===== src/rtl/apb_pkg.sv =====
// Shared types and constants for the APB completer memory endpoint.
package apb_pkg;

    // Completer FSM: IDLE waits for SETUP, ACCESS runs wait states and completes.
    typedef enum logic {
        IDLE   = 1'b0,
        ACCESS = 1'b1
    } apb_state_e;

    // Byte address bits below the word index.
    localparam int ADDR_LSB   = 2;
    // Width of the wait-state down-counter; bounds WAIT_STATES to 0..15.
    localparam int WAIT_CNT_W = 4;

    // Response codes carried in the captured error flag.
    localparam logic APB_OKAY   = 1'b0;
    localparam logic APB_SLVERR = 1'b1;

endpackage


===== src/rtl/apb_regfile.sv =====
// Word-addressed storage array: async clear, synchronous single write port,
// combinational read port.
module apb_regfile #(
    parameter int DEPTH  = 16,
    parameter int DATA_W = 32,
    parameter int IDX_W  = $clog2(DEPTH)
) (
    input  logic              clk,
    input  logic              rst_n,
    input  logic              we,
    input  logic [IDX_W-1:0]  wr_idx,
    input  logic [DATA_W-1:0] wr_data,
    input  logic [IDX_W-1:0]  rd_idx,
    output logic [DATA_W-1:0] rd_data
);

    logic [DATA_W-1:0] mem [DEPTH];

    // Clear every word on reset; otherwise commit one word when enabled.
    always_ff @(posedge clk or negedge rst_n) begin
        if (!rst_n) begin
            for (int i = 0; i < DEPTH; i++) begin
                mem[i] <= '0;
            end
        end else if (we) begin
            mem[wr_idx] <= wr_data;
        end
    end

    // Read is combinational so the SETUP edge can register PRDATA directly.
    assign rd_data = mem[rd_idx];

endmodule


===== src/rtl/apb_completer_mem.sv =====
// APB completer backed by a small register array. Captures the request in
// SETUP, holds PREADY low for WAIT_STATES ACCESS cycles, then completes.
// Misaligned or out-of-range addresses complete with PSLVERR and touch nothing.
module apb_completer_mem #(
    parameter int ADDR_W      = 32,
    parameter int DATA_W      = 32,
    parameter int DEPTH       = 16,
    parameter int WAIT_STATES = 0
) (
    input  logic              PCLK,
    input  logic              PRESETn,
    input  logic              PSEL,
    input  logic              PENABLE,
    input  logic              PWRITE,
    input  logic [ADDR_W-1:0] PADDR,
    input  logic [DATA_W-1:0] PWDATA,
    output logic              PREADY,
    output logic [DATA_W-1:0] PRDATA,
    output logic              PSLVERR
);

    import apb_pkg::*;

    localparam int IDX_W  = $clog2(DEPTH);
    localparam int WORD_W = ADDR_W - ADDR_LSB;

    // The wait counter is only WAIT_CNT_W bits wide; reject larger settings.
    if (WAIT_STATES < 0 || WAIT_STATES > (1 << WAIT_CNT_W) - 1) begin : g_bad_wait_states
        $error("apb_completer_mem: WAIT_STATES must be in 0..15");
    end
    if (DEPTH < 2) begin : g_bad_depth
        $error("apb_completer_mem: DEPTH must be at least 2");
    end

    apb_state_e            state;
    logic [WAIT_CNT_W-1:0] wait_cnt;
    logic [IDX_W-1:0]      idx_q;
    logic                  write_q;
    logic [DATA_W-1:0]     wdata_q;
    logic                  err_q;

    logic [WORD_W-1:0]     word_addr;
    logic [IDX_W-1:0]      rd_idx;
    logic                  setup_err;
    logic                  setup;
    logic                  mem_we;
    logic [DATA_W-1:0]     rd_data;

    // Decode of the live bus address, used only at the SETUP edge.
    assign word_addr = PADDR[ADDR_W-1:ADDR_LSB];
    assign rd_idx    = word_addr[IDX_W-1:0];
    assign setup_err = (PADDR[ADDR_LSB-1:0] != '0) || (word_addr >= WORD_W'(DEPTH));
    assign setup     = PSEL && !PENABLE;

    // PREADY comes from registered state and counter plus the bus qualifiers,
    // so it cannot glitch from the address or data paths.
    assign PREADY  = (state == ACCESS) && PSEL && PENABLE && (wait_cnt == '0);
    assign PSLVERR = PREADY && (err_q == APB_SLVERR);
    assign mem_we  = PREADY && write_q && (err_q == APB_OKAY);

    apb_regfile #(
        .DEPTH  (DEPTH),
        .DATA_W (DATA_W),
        .IDX_W  (IDX_W)
    ) u_regfile (
        .clk     (PCLK),
        .rst_n   (PRESETn),
        .we      (mem_we),
        .wr_idx  (idx_q),
        .wr_data (wdata_q),
        .rd_idx  (rd_idx),
        .rd_data (rd_data)
    );

    // Transfer FSM: capture on SETUP, count wait states, complete or abort.
    always_ff @(posedge PCLK or negedge PRESETn) begin
        if (!PRESETn) begin
            state    <= IDLE;
            wait_cnt <= '0;
            idx_q    <= '0;
            write_q  <= 1'b0;
            wdata_q  <= '0;
            err_q    <= APB_OKAY;
            PRDATA   <= '0;
        end else begin
            case (state)
                IDLE: begin
                    // ACCESS-phase signalling without a prior SETUP is ignored.
                    if (setup) begin
                        state    <= ACCESS;
                        wait_cnt <= WAIT_CNT_W'(WAIT_STATES);
                        idx_q    <= rd_idx;
                        write_q  <= PWRITE;
                        wdata_q  <= PWDATA;
                        err_q    <= setup_err ? APB_SLVERR : APB_OKAY;
                        // Read data is fetched now and held through the wait states.
                        if (!PWRITE) begin
                            PRDATA <= setup_err ? '0 : rd_data;
                        end
                    end
                end
                ACCESS: begin
                    if (!(PSEL && PENABLE)) begin
                        // Requester dropped the transfer: abandon without writing.
                        state <= IDLE;
                    end else if (wait_cnt != '0) begin
                        wait_cnt <= wait_cnt - 1'b1;
                    end else begin
                        // PREADY is high this cycle; the write commits via mem_we.
                        state <= IDLE;
                    end
                end
                default: state <= IDLE;
            endcase
        end
    end

endmodule


===== config.mk =====
export PLATFORM = sky130hd
export DESIGN_NAME = apb_completer_mem
export DESIGN_NICKNAME = d
export VERILOG_FILES = /design/src/rtl/apb_pkg.sv /design/src/rtl/apb_regfile.sv /design/src/rtl/apb_completer_mem.sv
export SDC_FILE = /design/constraint.sdc
export NUM_CORES = 1
export LEC_CHECK = 0
export BUFFER_PORTS_ARGS = -buffer_cell sky130_fd_sc_hd__buf_4
export CAP_MARGIN = 20
export CORE_UTILIZATION = 50
export CTS_CLUSTER_DIAMETER = 150
export DETAILED_ROUTE_END_ITERATION = 12
export GPL_ROUTABILITY_DRIVEN = 0
export PLACE_DENSITY = 0.67
export SLEW_MARGIN = 20
export SYNTH_ARGS = -nofsm -noshare
export SYNTH_HDL_FRONTEND = slang
export SYNTH_HIERARCHICAL = 1
export SYNTH_SLANG_ARGS = --single-unit

===== constraint.sdc =====
create_clock -name PCLK -period 3.4 [get_ports PCLK]
set_input_delay 0.17 -clock PCLK [delete_from_list [all_inputs] [get_ports PCLK]]
set_output_delay 0.17 -clock PCLK [all_outputs]
set_load 0.02 [all_outputs]

==> qor.yml <==
floorplan:
  start_util_pct: 51.1
  die_area_um2: 52600
  die_h_um: 229
  core-area_um2: 50600
  die_width_um: 229
  rows: 82
  io_pins: 103
power_and_ir_drop:
  p_per_area_nw_per_um2: 502
  max-vdd-ir-drop_mv: 0.507
  total_leakage_power_nw: 14.4
cts:
  clkLatencyLatePin_ps: 610
  clockBufferDepth: 3
  clock-sinks: 587
  cts-buffers-inserted: 59
  clk_pin_slew_ps: 60
  cts_setup_buffers: 0
  cts_tree: "done"
  cts_max_level: 2
  cts.hold.buffers_added: 39
  cts-resized-gates: 0
  clockRootBuffer: "clkbuf_16"
placed_design:
  io_buffer_count: 102
  dp.final_hpwl_mm: 36.0
sta:
  hold_violations: 0
  setup_viol: 0
  rsz0062_at_grt: "false"
  min_period_ps: 3080
  slew_viol_final: 0
  tightest_slew_ps: 966
  fin_crit_sh_pct: 90.6
  skew_ps: 23.0
  slew_headroom_pct: 35.6
  tns_ps: 0
  clock.fmax_mhz: 325
critical_path:
  crit_start: "wait_cnt[0]"
  worst_r2r_endpoint: "u_regfile/mem[506]"
  crit_fanout: 29
  critPathCaptureType: "flip-flop"
  ff2ff_setup_slack_ps: 320
  cp_data_arrival_time_ps: 3560
  criticalPathCategory: "flip-flop to flip-flop"
  r2r_cells: 9
  crit_required_ps: 3870
  crit_path_start_kind: "flip-flop"
  r2r-start: "wait_cnt[0]"
drt:
  postRouteAntennaNets: 0
  num_vias: 14800
  drtIter0Drc: 983
  vias_per_cell: 5.90
  drc: 0
  drt-pass1-iter-count: 5
  wl_per_cell_um: 24.0
  totalWireLength_mm: 60.1
synthesis:
  synthDistinctLibCells: 38
  syn-num-nets: 1741
  syn_area_per_cell_um2: 15.5
  syn_area_um2: 25800
  synth_cells: 1671
  ys_seq_area_share_pct: 56.8
  yosysWarnings: 6
  synth_seq_cells: 587
global_route:
  grt_max_degree: 103
  grt_pass1_wl_mm: 95.6
  grt_antenna_before_repair: 0
  grt_usage_pct: 23.6
  first_global_vias: 16000
  globalRoute.totalOverflow: 0
layout:
  layout-drive-gt1-share_pct: 52.1
  syn_to_final_growth_pct: 16.0
  num_antenna_cells: 0
  fin_nets: 1854
  fin_util_pct: 59.3
flow_run:
  maxCapViolations: 0
hold_path:
  hp-class: "input port to asynchronous set/reset pin"
run_status:
  status: "finished clean"
[power breakdown]
group	internal (mW)	total, mW	switching (mW)	leakage (nW)
sequential	7.12	7.61	0.491	8.11
clock	3.96	6.64	2.68	1.01
combinational	0.367	0.804	0.437	5.31
[through the flow]
stage / hold WS, ps / power, mW / setup slack [ps] / cells / cell area, um^2
after floorplan: -126 / 7.98 / 682 / 1671 / 25800
after global placement: 310 / 8.48 / 457 / 2356 / 27600
after detailed placement: 305 / 8.51 / 393 / 2356 / 27600
after CTS: 244 / 15.2 / 360 / 2505 / 30000
after global routing: 296 / 15.6 / 152 / 2505 / 30000
final: 252 / 15.1 / 318 / 2505 / 30000
[cells in the final DEF, fill, tap and decap left out, types with 4 or more instances in the layout]
cell type,instances
mux4_2,128
o21ai_0,4
o21ai_1,30
nor3_2,6
clkinv_2,16
bufinv_16,4
inv_1,4
mux2_2,547
dlygate4sd3_1,39
clkbuf_8,19
nor2_4,7
buf_12,18
nor4_1,7
clkbuf_1,10
clkbuf_16,61
nand2b_1,4
dfrtp_1,587
a22oi_1,64
buf_4,135
nand2_1,103
[how the worst max path moves through the flow]
stage	to	slack, ps	depth (start not counted)
after floorplan	u_regfile/mem[506]	680	10
after global routing	u_regfile/mem[506]	150	9
final	u_regfile/mem[506]	320	9
after CTS	u_regfile/mem[506]	360	9
after global placement	u_regfile/mem[506]	460	9
after detailed placement	u_regfile/mem[230]	390	9
[Yosys cell counts]
master | n | area [um^2]
o211a_1 | 1 | 10.0
nand3b_1 | 2 | 15.0
o22ai_1 | 2 | 12.5
and4_1 | 2 | 17.5
nand2_1 | 103 | 387
a22oi_1 | 64 | 480
buf_2 | 66 | 330
o21ai_1 | 30 | 150
inv_1 | 4 | 15.0
a21oi_1 | 1 | 5.00
o21ai_0 | 4 | 20.0
nor3_1 | 6 | 30.0
o31ai_1 | 1 | 7.51
nor3b_2 | 1 | 12.5
or4_1 | 1 | 7.51
nor2_1 | 7 | 26.3
nor3b_1 | 1 | 7.51
nand4_1 | 1 | 6.26
mux2i_1 | 1 | 10.0
nand2b_1 | 5 | 31.3
ha_1 | 1 | 12.5
and2_1 | 2 | 12.5
mux4_2 | 128 | 2880
and3b_1 | 1 | 8.76
dfrtp_1 | 587 | 14700
nor2b_1 | 3 | 18.8
mux2_1 | 3 | 33.8
or3_1 | 3 | 18.8
nor4_2 | 1 | 12.5
buf_6 | 2 | 22.5
or2_2 | 1 | 6.26
mux2_2 | 547 | 6160
a21o_1 | 1 | 7.51
buf_4 | 4 | 30.0
clkbuf_1 | 71 | 267
nand3_1 | 3 | 15.0
a22o_1 | 3 | 26.3
nor4_1 | 7 | 43.8
[kinds of logic after synthesis]
group	after synthesis	synth area share (%)
adders and majority gates	1	0.0484
buffers and inverters	147	2.57
muxes	679	35.2
AOI/OAI and AO/OA	107	2.78
and+or+nand+nor	150	2.62
DFF	587	56.8
[routing by layer]
| layer | global-route usage, % | routed length, um |
|---|---|---|
| met5 | 0 | 0 |
| met4 | 6.83 | 1470 |
| met3 | 3.41 | 2370 |
| met2 | 38.0 | 29200 |
| met1 | 33.6 | 27100 |
[cell type report]
| type | count | area [um^2] |
|---|---|---|
| timing repair buffer | 195 | 1800 |
| fill | 3902 | 20600 |
| tap | 672 | 841 |
| multi-input combinational | 937 | 10600 |
| clock inverter | 21 | 208 |
| sequential | 587 | 14700 |
| inverter | 4 | 15.0 |
| clock buffer | 89 | 1810 |
[critical path, cell delays in order, from the launching register on]
cell,delay [ps]
dfrtp_1,390
inv_1,100
ha_1,190
nor3b_1,320
and4_1,280
and3b_1,310
nand2b_1,150
or4_2,660
buf_12,230
mux2_1,320
[sequential cells by signal (all words and copies together), names as in the netlist]
signal	cells
wait_cnt	4
write_q	1
state	1
PRDATA	32
wdata_q	32
idx_q	4
u_regfile/mem	512
err_q	1
Power figures use the tool's default switching activity.
